File: config.mk
export PLATFORM = sky130hd
export DESIGN_NAME = ma_hysteresis_detector
export DESIGN_NICKNAME = d
export VERILOG_FILES = /design/src/rtl/ma_hysteresis_detector.sv
export SDC_FILE = /design/constraint.sdc
export NUM_CORES = 1
export LEC_CHECK = 0
export BUFFER_PORTS_ARGS = -buffer_cell sky130_fd_sc_hd__buf_2
export CAP_MARGIN = 20
export CORE_UTILIZATION = 47
export DETAILED_ROUTE_END_ITERATION = 8
export PLACE_DENSITY_LB_ADDON = 0.12
export SYNTH_ARGS = -nofsm -noshare
export SYNTH_HDL_FRONTEND = slang
export SYNTH_SLANG_ARGS = --single-unit
File: constraint.sdc
create_clock -name clk -period 4.9 [get_ports clk]
set_input_delay 1.225 -clock clk [delete_from_list [all_inputs] [get_ports clk]]
set_output_delay 1.225 -clock clk [all_outputs]
set_load 0.01 [all_outputs]
File: src/rtl/ma_hysteresis_detector.sv
`default_nettype none
// ============================================================================
// Module   : ma_hysteresis_detector
// Purpose  : Threshold detector with hysteresis and debounce for the averaged
//            sample stream of the moving-average filter. Emits a level flag and
//            one-cycle rise/fall event pulses. Optionally tracks the peak
//            average seen during each active episode.
// Revision : 1.0 - initial release
// ----------------------------------------------------------------------------
// Parameters
//   DATA_WIDTH : width of samples and thresholds (unsigned)
//   DEBOUNCE   : consecutive qualifying valid samples needed to change state
//                (must be >= 1)
// Ports
//   clk        : rising-edge clock
//   rst        : synchronous active-high reset
//   valid_in   : sample qualifier; only valid cycles advance state/counter
//   data_in    : averaged sample
//   thr_high   : assert threshold   (qualifies when data_in >= thr_high)
//   thr_low    : release threshold  (qualifies when data_in <= thr_low)
//   level_out  : 1 while in ACTIVE or RELEASING
//   rise_pulse : one-cycle pulse on entry to ACTIVE
//   fall_pulse : one-cycle pulse on return to IDLE
//   peak_out   : max sample of current/last episode (0 without peak hold)
//   peak_valid : one-cycle pulse coincident with fall_pulse (0 without peak hold)
// Configuration macro
//   PEAK_HOLD_EN : when defined, builds the peak-tracking register. When
//                  undefined, peak_out and peak_valid are tied to 0.
// ============================================================================
module ma_hysteresis_detector #(
  parameter int DATA_WIDTH = 16,
  parameter int DEBOUNCE   = 3
) (
  input  logic                  clk,
  input  logic                  rst,
  input  logic                  valid_in,
  input  logic [DATA_WIDTH-1:0] data_in,
  input  logic [DATA_WIDTH-1:0] thr_high,
  input  logic [DATA_WIDTH-1:0] thr_low,
  output logic                  level_out,
  output logic                  rise_pulse,
  output logic                  fall_pulse,
  output logic [DATA_WIDTH-1:0] peak_out,
  output logic                  peak_valid
);

  // Guard keeps widths legal while the elaboration error below fires.
  localparam int CNT_W = (DEBOUNCE < 1) ? 1 : $clog2(DEBOUNCE + 1);

  // Counter compare is done one bit wider so cnt+1 never wraps.
  localparam logic [CNT_W:0] C_DEBOUNCE = (CNT_W + 1)'(DEBOUNCE);
  localparam logic [CNT_W:0] C_ONE      = (CNT_W + 1)'(1);

  if (DEBOUNCE < 1) begin : g_bad_debounce
    $error("ma_hysteresis_detector: DEBOUNCE must be >= 1");
  end

  typedef enum logic [1:0] {
    S_IDLE      = 2'd0,
    S_ARMING    = 2'd1,
    S_ACTIVE    = 2'd2,
    S_RELEASING = 2'd3
  } state_t;

  state_t           state_q;
  logic [CNT_W-1:0] cnt_q;
  logic             level_q;
  logic             rise_q;
  logic             fall_q;

  logic             w_hi_qual;
  logic             w_lo_qual;
  logic [CNT_W:0]   w_cnt_inc;
  logic             w_cnt_done;
  logic             w_in_episode;
  logic             w_enter_active;
  logic             w_exit_active;

  assign w_hi_qual  = (data_in >= thr_high);
  assign w_lo_qual  = (data_in <= thr_low);
  assign w_cnt_inc  = {1'b0, cnt_q} + C_ONE;
  assign w_cnt_done = (w_cnt_inc == C_DEBOUNCE);

  assign w_in_episode = (state_q == S_ACTIVE) || (state_q == S_RELEASING);

  // Episode boundary events on the accepting valid sample.
  assign w_enter_active = valid_in && !w_in_episode && w_hi_qual && w_cnt_done;
  assign w_exit_active  = valid_in &&  w_in_episode && w_lo_qual && w_cnt_done;

  // IDLE and ARMING share one rule set: IDLE always holds cnt == 0, so the
  // first qualifying sample yields cnt+1 == 1, which also covers DEBOUNCE == 1
  // (straight to ACTIVE). ACTIVE/RELEASING mirror this for the release side.
  always_ff @(posedge clk) begin
    if (rst) begin
      state_q <= S_IDLE;
      cnt_q   <= '0;
      level_q <= 1'b0;
      rise_q  <= 1'b0;
      fall_q  <= 1'b0;
    end else begin
      // Pulses last exactly one cycle, including across valid_in gaps.
      rise_q <= 1'b0;
      fall_q <= 1'b0;
      if (valid_in) begin
        case (state_q)
          S_IDLE, S_ARMING: begin
            if (w_hi_qual) begin
              if (w_cnt_done) begin
                state_q <= S_ACTIVE;
                cnt_q   <= '0;
                level_q <= 1'b1;
                rise_q  <= 1'b1;
              end else begin
                state_q <= S_ARMING;
                cnt_q   <= w_cnt_inc[CNT_W-1:0];
              end
            end else begin
              state_q <= S_IDLE;
              cnt_q   <= '0;
            end
          end
          S_ACTIVE, S_RELEASING: begin
            if (w_lo_qual) begin
              if (w_cnt_done) begin
                state_q <= S_IDLE;
                cnt_q   <= '0;
                level_q <= 1'b0;
                fall_q  <= 1'b1;
              end else begin
                state_q <= S_RELEASING;
                cnt_q   <= w_cnt_inc[CNT_W-1:0];
              end
            end else begin
              state_q <= S_ACTIVE;
              cnt_q   <= '0;
            end
          end
          default: begin
            state_q <= S_IDLE;
            cnt_q   <= '0;
            level_q <= 1'b0;
          end
        endcase
      end
    end
  end

  assign level_out  = level_q;
  assign rise_pulse = rise_q;
  assign fall_pulse = fall_q;

`ifdef PEAK_HOLD_EN
  logic [DATA_WIDTH-1:0] peak_q;
  logic                  peak_valid_q;

  // The peak restarts only on a fresh episode (entry from IDLE/ARMING); a
  // bounce from RELEASING back to ACTIVE keeps accumulating the maximum.
  always_ff @(posedge clk) begin
    if (rst) begin
      peak_q       <= '0;
      peak_valid_q <= 1'b0;
    end else begin
      peak_valid_q <= w_exit_active;
      if (w_enter_active) begin
        peak_q <= data_in;
      end else if (valid_in && w_in_episode && (data_in > peak_q)) begin
        peak_q <= data_in;
      end
    end
  end

  assign peak_out   = peak_q;
  assign peak_valid = peak_valid_q;
`else
  assign peak_out   = '0;
  assign peak_valid = 1'b0;
`endif

endmodule
`default_nettype wire

; After elaboration in Yosys (flattened, before gate mapping)
; Cells that the tools add are included.
[classes]
n_addsub = 1
bitwise = 5
n_mul = 0
n_div = 0
shifts = 0
magnitude_cmp = 2
reduce_logical = 6
n_eq_ne = 8
n_mux = 15
[op_table]
columns = cell, n
row1 = greater-or-equal comparator 16 bit, 1
row2 = less-or-equal comparator 16 bit, 1
row3 = 2-to-1 mux 2 bit, 7
row4 = inequality test 2 bit (second input constant), 4
row5 = one-hot mux 2 bit (2 select lines), 2
row6 = OR reduction 4 bit, 2
row7 = 2-to-1 mux 1 bit, 5
row8 = inverter 1 bit, 5
row9 = AND reduction 5 bit, 1
row10 = == test 2 bit (second input constant), 2
row11 = OR reduction 2 bit, 2
row12 = adder 2 x 1 -> 3 bit (second input constant), 1
row13 = == test 3 x 2 -> 1 bit (second input constant), 1
row14 = == test 2 x 1 -> 1 bit (second input constant), 1
row15 = logical NOT 2 bit, 1
row16 = one-hot mux 1 bit (2 select lines), 1
[totals]
latch_bits = 0
ramBits = 0
out_inout_bits = 20
inputBits = 51
regBits = 7
mem_count = 0
romBits = 0
word_cells = 42

; Longest topological paths before layout
; Gate-level depths: netlist of the first run.
[logic_depth]
word_depth = 5
mapped_depth = 8
depth_no_buf = 8

; Least setup slack after synthesis of the first run
; No wires, ideal clock.
[synth_path]
path_kind = input port to flip-flop
startpoint = input thr_high[15]
endpoint = register cnt_q[0]
path_buffers = 0
setup_ns = 0.120
stages = 8
arrival_time_ns = 2.627
setup_slack_ns = 2.152
required_time_ns = 4.780
cell_sequence = inv_1 > ha_1 > nand4_1 > or3_1 > a221oi_2 > or4_1 > o2111ai_2 > o31ai_1
[synth_between]
elab_chain_cells = 3
[synth_rtl]
columns = item, line
row1 = from (decl), 38  ; input logic [DATA_WIDTH-1:0] thr_high,
row2 = greater-or-equal comparator 16 bit, 79  ; assign w_hi_qual = (data_in >= thr_high);
row3 = 2-to-1 mux 2 bit, 107  ; if (w_hi_qual) begin
row4 = one-hot mux 2 bit (2 select lines), 105  ; case (state_q)
row5 = to (signal assigned), 115  ; cnt_q <= w_cnt_inc[CNT_W-1:0];
row6 = to (signal assigned), 131  ; cnt_q <= w_cnt_inc[CNT_W-1:0];
row7 = to (decl), 66  ; logic [CNT_W-1:0] cnt_q;
; Every way passes these cells.
; A chain may end at the register's enable or synchronous reset.

; Worst setup path after layout of the first run
[layout_path]
startpoint = input data_in[15]
endpoint = register cnt_q[0]
[layout_between]
elab_chain_cells = 3
elab_cells_between_ends = 5
cone_classes = order compare: 2 / mux: 3
[layout_rtl]
columns = item, line
row1 = from (decl), 37  ; input logic [DATA_WIDTH-1:0] data_in,
row2 = less-or-equal comparator 16 bit or greater-or-equal comparator 16 bit (tied branches), "80, 79"
row3 = 2-to-1 mux 2 bit (on tied branches), "123, 107"
row4 = one-hot mux 2 bit (2 select lines) (*), 105
; Every way passes the cells marked *; elsewhere a longest branch is shown, timed or not.

==> results of run 1 <==
-- area by class of cell --
| type | count | area (um2) |
|---|---|---|
| Timing Repair Buffer | 53 | 265 |
| Clock buffer | 3 | 22.5 |
| Fill cell | 222 | 858 |
| Sequential cell | 6 | 120 |
| Multi-Input combinational cell | 113 | 836 |
| Inverter | 37 | 139 |
| Tap cell | 28 | 35.0 |
-- power by group through the flow --
stage          registers, uW  logic, uW  clock network [uW]
6_report                50.9       87.5                47.9
5_1_grt                 51.0        102                49.1
4_1_cts                 50.9       88.2                47.8
3_5_place_dp            51.7       87.8                   0
3_3_place_gp            51.6       83.9                   0
2_1_floorplan           51.6       63.1                   0
-- layer usage --
metal | part of all wire (%) | up-vias | track usage (%) | routed length (um)
met5 | 0 | - | 0 | 0
met4 | 0 | 0 | 2.70 | 0
met3 | 6.2 | 0 | 3.80 | 149
met2 | 48 | 41 | 35.9 | 1150
met1 | 46 | 489 | 21.7 | 1090
li1 | - | 615 | - | -
-- sequential cells by signal, summed over array words and instances, names as in the netlist --
register and flops:
level_out 1, fall_pulse 1, rise_pulse 1, cnt_q 2, state_q 1
-- worst register-to-register path: stages, from the launching register on --
cell	delay, ns
dfxtp_1	0.36
inv_1	0.08
a311o_1	0.28
o2111ai_2	0.10
o31ai_1	0.09
-- worst min path at each step --
stage | start | endpoint | slack [ns] | cells after the start
finish | level_out | level_out | 0.48 | 2
global route | level_out | level_out | 0.49 | 2
CTS | level_out | level_out | 0.48 | 2
detailed placement | level_out | level_out | 0.46 | 2
global placement | level_out | level_out | 0.46 | 2
floorplan | cnt_q[1] | cnt_q[0] | 0.45 | 1
-- per-stage QoR --
stage	hold WS, ns	util [%]
after floorplan	0.454	-
after global placement	0.464	61.3
after detailed placement	0.463	61.3
after CTS	0.477	62.3
after global routing	0.486	62.3
final	0.479	62.3
-- cells by family after synthesis --
family                   count (synthesis)  share of synthesized area, %
AO/OA/AOI/OAI                           31                          17.3
adder cells (fa/ha/maj)                 32                          34.4
buffers and inverters                   54                          22.9
flip-flops                               6                          10.3
other                                    1                         0.323
AND/OR/NAND/NOR                         33                          14.6
-- layout by cell type, fill, tap and decap left out, drive strengths merged --
| master | n |
|---|---|
| nand2 | 9 |
| conb | 17 |
| nand3 | 3 |
| or3 | 1 |
| a311o | 1 |
| o21ai | 8 |
| inv | 37 |
| dfxtp | 6 |
| nor4 | 1 |
| buf | 53 |
| o2111ai | 1 |
| nor2b | 2 |
| or4 | 1 |
| nand2b | 1 |
| ha | 32 |
| a31oi | 1 |
| a311oi | 1 |
| clkbuf | 3 |
| o211ai | 1 |
| a2111o | 1 |
| a221oi | 1 |
| and3 | 1 |
| a21o | 1 |
| nor2 | 3 |
| o31ai | 2 |
| a21oi | 13 |
| nor3 | 3 |
| nand4 | 8 |
==> results.md, run 1 <==
- Post-route cell area: 1420 um2
- Hold buffers post-CTS: 0
- Die X: 51.7 um
- Slew Limit Fails: 0
- Layout cells sized above 1: 27.4%
- Dpl cell area: 1400 um2
- Total negative slack: 0 ns
- Final Routed Wirelength: 2390 um
- Distinct cells, synth: 27
- Initial antenna violation count: 0
- Cells after DPL: 237
- I/O pins: 71
- Status: finished, final reports clean
- WL/cell: 9.97 um
- Setup CP Type: input pin to register
- CTS sink count: 6
- Grt ovf: 0
- R2R Path End: cnt_q[0]
- Antenna Nets Post-Route: 0
- Overall power: 186 uW
- Worst setup SP type: input pin
- CTS HTree Levels: 1
- Clk pwr share: 25.7%
- Tmin final: 2.74 ns
- Syn Std Cell Area: 1160 um2
- Max cap viols: 0
- Crit end category: register
- Final Non-Filler Cells: 240
- Sequential area share after synthesis: 10.3%
- Starting DRC count in detailed routing: 21
- Final worst slack: 2.16 ns
- Critical path's top delay family: simple AND/OR/NAND/NOR gates
- Reg2Reg Setup Slack: 3.87 ns
- Clock skew: 0.00541 ns
- Gr usage total: 18.9%
- Most frequent cell after synthesis: inv_1
- CTS tree: done
- Post-Syn Area per Cell: 7.40 um2
- RSZ-0062 raised after global routing: false
- Switching Share: 36.9%
- CTS buffer count: 3
- Via count: 1145
- Static Leak: 0.000858 uW
- Internal: 118 uW
- Core area: 2280 um2
- Clock buffer depth: 2
- Starting Density: 51.1%
- Max stage delay on crit path: 0.40 ns
- Setup violations, final: 0
- Async SR Flop Fraction: 0%
- Worst reg2reg path depth: 4
- Main synth FF type: dfxtp_1
- Power share of the combinational group: 47.0%
- Hpwl dp: 2170 um
- DP Worst Slack: 1.91 ns
- Hold Fails Final Rpt: 0
- First-pass GRT wire length: 3860 um
- Placer Congestion: 0.785
- Net Sw Power: 68.8 uW
- Row count: 17
- Crit path depth: 8
- Root Buffer: clkbuf_4
- Worst-skew pair later-pin latency: 0.25 ns
- Die area: 2680 um2
- Synth top area cells: ha_1, inv_1, buf_4, dfxtp_1, a21oi_1
- Highest Clock Rate: 0.366 GHz
- YS warnings: 0
- Die Y: 51.7 um
- Critical Path RT: 5.06 ns
- Vias per Instance: 4.77
- CP Launch Point: data_in[15]
- Clock slew at reported path FFs: 0.05 ns
- CP arrival: 2.90 ns
- Cts repair resizes: 0
- Peak supply drop: 0.130 mV
- Pwr per Cell Area: 131 nW/um2
- Synthesized netlist cell count: 157
- Antenna diodes: 0
- Area growth syn-to-layout: 22.0%
- Commonest cells post-synth: inv_1, ha_1, buf_4
- Synth top area share: 34.4%
- Post-CTS setup buffer count: 0
- Number of global-route vias before repair: 1015
- End of the critical path: cnt_q[0]
- Nets: 297
- Slowest CP cell: or3_1
- Largest net degree at the start of global routing: 5
- Worst-path cell chain: buf_2 -> ha_1 -> nand4_1 -> or3_1 -> a221oi_2 -> or4_1 -> o2111ai_2 -> o31ai_1
- Number of buffer cells added on primary ports: 53
- Reg power frac: 27.3%
- Yosys reg bits: 6
- HP Class: register to register
- Synth area leader: ha_1
- Number of synthesized flops with an enable pin: 0
- Residual DRC: 0
- First drt pass iteration count: 4
- Buf/Inv on CP: 1
- Crit share post-route: 55.8%
- Reg-to-Reg Start: state_q[1]
- Crit-path max FO: 3
Power figures use the tool's default switching activity.
==> run 2: changes to the inputs <==
- ABC_AREA: not set -> 1
- CORE_UTILIZATION: 47 -> 44
- clock period: 4.9 -> 2.8 ns (I/O delays scaled with it)
==> run 2 against run 1 <==
Effect of this change: sequential power increased by 74%; non-clock buffer count is the same; combinational power increased by 90%; wire length down 11%; clock skew shrank 0.0034 ns; area after synthesis grew 6.8%; utilization shrank 3.9 points; count of clock-buffer cells in the layout unchanged; total power up 78%; register-to-register slack worse by 2.1 ns; final cell count increased by 15%; setup slack worse by 1.1 ns.
==> results.md, run 2 <==
- Grt ovf: 0 (unchanged)
- Crit share post-route: 63.5%
- Synth top area share: 32.3% (-2.2 points)
- Buf/Inv on CP: 2 (+1)
- Worst reg2reg path depth: 6 (+2)
- Number of buffer cells added on primary ports: 53 (unchanged)
- Async SR Flop Fraction: 0% (unchanged)
- Reg power frac: 26.9% (-0.4 points)
- Worst setup SP type: input pin
- Slew Limit Fails: 0 (unchanged)
- Syn Std Cell Area: 1240 um2 (+6.8%)
- Hold buffers post-CTS: 0 (unchanged)
- Hold Fails Final Rpt: 0 (unchanged)
- Critical path's top delay family: simple AND/OR/NAND/NOR gates
- Hpwl dp: 2050 um (-5.6%)
- Critical Path RT: 2.92 ns (-2.14 ns)
- Starting DRC count in detailed routing: 12 (-43%)
- Slowest CP cell: ha_1
- Core area: 2570 um2 (+13%)
- Overall power: 331 uW (+78%)
- DP Worst Slack: 0.765 ns (-1.14 ns)
- Tmin final: 1.78 ns
- Placer Congestion: 0.814 (+3.6%)
- Pwr per Cell Area: 221 nW/um2 (+68%)
- Die area: 3040 um2 (+13%)
- Final worst slack: 1.02 ns (-1.14 ns)
- Antenna diodes: 0 (unchanged)
- WL/cell: 7.65 um (-23%)
- Largest net degree at the start of global routing: 6 (+1)
- Residual DRC: 0 (unchanged)
- Final Routed Wirelength: 2120 um (-11%)
- Worst-path cell chain: buf_2 -> ha_1 -> nand2_1 -> inv_1 -> nand2_1 -> nand2_1 -> a21oi_1 -> nand2_1 -> nand2_1 -> nand2_1 -> nand2_2 -> nor2_2 -> o21bai_1
- Nets: 332 (+12%)
- Number of global-route vias before repair: 922 (-9.2%)
- Static Leak: 0.000984 uW (+15%)
- HP Class: register to register
- Layout cells sized above 1: 25.5% (-1.9 points)
- Switching Share: 36.1% (-0.80 points)
- Initial antenna violation count: 0 (unchanged)
- R2R Path End: level_out
- CTS tree: done
- Area growth syn-to-layout: 20.8%
- Met3 Wirelength: 128 um (-14%)
- Max reg flops: 2 (unchanged)
- Number of synthesized flops with an enable pin: 0 (unchanged)
- Peak supply drop: 0.349 mV (+170%)
- Synth area leader: ha_1
- Vias per Instance: 4.34 (-9.1%)
- Core Util, Final: 58.4% (-3.9 points)
- Highest metal used: met3
- Max stage delay on crit path: 0.29 ns (-0.11 ns)
- Cells after DPL: 274 (+16%)
- Cts repair resizes: 0 (unchanged)
- Setup CP Type: input pin to register
- Hold Crit Start: level_out
- Die X: 55.1 um (+6.5%)
- Reg with most FFs: cnt_q
- Clk pwr share: 22.9% (-2.8 points)
- Row count: 18 (+1)
- Synthesized netlist cell count: 192 (+22%)
- Synth top area cells: ha_1, inv_1, nand2_1, buf_4, dfxtp_1
- Cell mode on critical path: nand2_1
- Reg2Reg Setup Slack: 1.81 ns (-2.06 ns)
- Clock skew: 0.00203 ns (-0.00338 ns)
- YS warnings: 0 (unchanged)
- Sequential area share after synthesis: 9.68% (-0.66 points)
- Main synth FF type: dfxtp_1
- CTS HTree Levels: 1 (unchanged)
- Distinct cells, synth: 21 (-22%)
- Reg-to-Reg Start: cnt_q[0]
- Clock slew at reported path FFs: 0.04 ns (about the same)
- I/O pins: 71 (unchanged)
- Die Y: 55.1 um (+6.5%)
- Clock buffer depth: 2 (unchanged)
- Power share of the combinational group: 50.2% (+3.2 points)
- CTS sink count: 6 (unchanged)
- Hold Path Stages: 2 (unchanged)
- Net Sw Power: 120 uW (+74%)
- Max cap viols: 0 (unchanged)
- Internal: 211 uW (+80%)
- Commonest non-fill, non-tap cells in the layout: buf_2, inv_1, nand2_1
- Post-CTS setup buffer count: 0 (unchanged)
- Most frequent cell after synthesis: inv_1
- Total negative slack: 0 ns (unchanged)
- Worst-skew pair later-pin latency: 0.24 ns (about the same)
- First-pass GRT wire length: 3390 um (-12%)
- Commonest non-fill, non-tap cell in the layout: buf_2
- Crit-path max FO: 2 (-1)
- Final Non-Filler Cells: 277 (+15%)
- Post-Syn Area per Cell: 6.46 um2 (-13%)
- Root Buffer: clkbuf_4
- Yosys reg bits: 6 (unchanged)
- Status: finished, final reports clean
- Via count: 1201 (+4.9%)
- RSZ-0062 raised after global routing: false
- Commonest cells post-synth: inv_1, nand2_1, ha_1
- M1 WL: 1070 um (-1.7%)
- Crit end category: register
- First drt pass iteration count: 4 (unchanged)
- Starting Density: 48.3% (-2.7 points)
- WL met2: 918 um (-20%)
- Gr usage total: 15.0% (-3.8 points)
- CTS buffer count: 3 (unchanged)
- CP arrival: 1.90 ns (-1.00 ns)
- Hold EP: level_out
- Antenna Nets Post-Route: 0 (unchanged)
- Setup violations, final: 0 (unchanged)
- Highest Clock Rate: 0.563 GHz
run 2: power groups by stage:
stage	combinational [uW]	clock [uW]	sequential (uW)
final	166	75.8	88.8
after detailed placement	169	0	90.3
after global routing	199	89.4	88.7
after floorplan	128	0	90.0
after CTS	170	80.0	88.8
after global placement	167	0	90.1
run 2: worst max path at each step:
stage | start | to | slack (ns) | cells after the start
after global placement | data_in[7] | level_out | 0.77 | 13
after detailed placement | data_in[7] | level_out | 0.76 | 13
after global routing | data_in[11] | level_out | 0.88 | 11
final | data_in[7] | level_out | 1.02 | 13
after floorplan | thr_high[7] | level_out | 0.97 | 13
after CTS | data_in[7] | level_out | 1.02 | 13
run 2: through the flow:
step	cell area, um2	hold slack (ns)
finish	1500	0.471
global route	1500	0.504
CTS	1500	0.476
detailed placement	1480	0.469
global placement	1480	0.465
floorplan	1300	0.451
run 2: layout make-up:
| cell class | count | area [um2] |
|---|---|---|
| clock buffers | 3 | 22.5 |
| inverters | 45 | 169 |
| flip-flops and latches | 6 | 120 |
| multi-input cells | 140 | 885 |
| well taps | 30 | 37.5 |
| repair buffers | 53 | 265 |
| fillers | 267 | 1070 |
run 2: routing by layer:
layer / GRT usage [%] / up-vias
li1: - / 681
met1: 19.5 / 474
met2: 26.1 / 46
met3: 4.10 / 0
met4: 0 / 0
met5: 0 / -
run 2: cells by family after synthesis:
group | after synthesis | share of synthesized area, %
and+or+nand+nor | 68 | 23.8
DFF | 6 | 9.68
AOI/OAI and AO/OA | 23 | 10.1
adders and majority gates | 32 | 32.3
buffers and inverters | 62 | 23.9
other | 1 | 0.302
run 2: worst register-to-register path, stage by stage, from the launching register on:
cell,delay [ns]
dfxtp_1,0.32
inv_1,0.07
nand2_1,0.05
nor2_1,0.13
nand2_1,0.11
nor2_2,0.13
o21bai_1,0.10
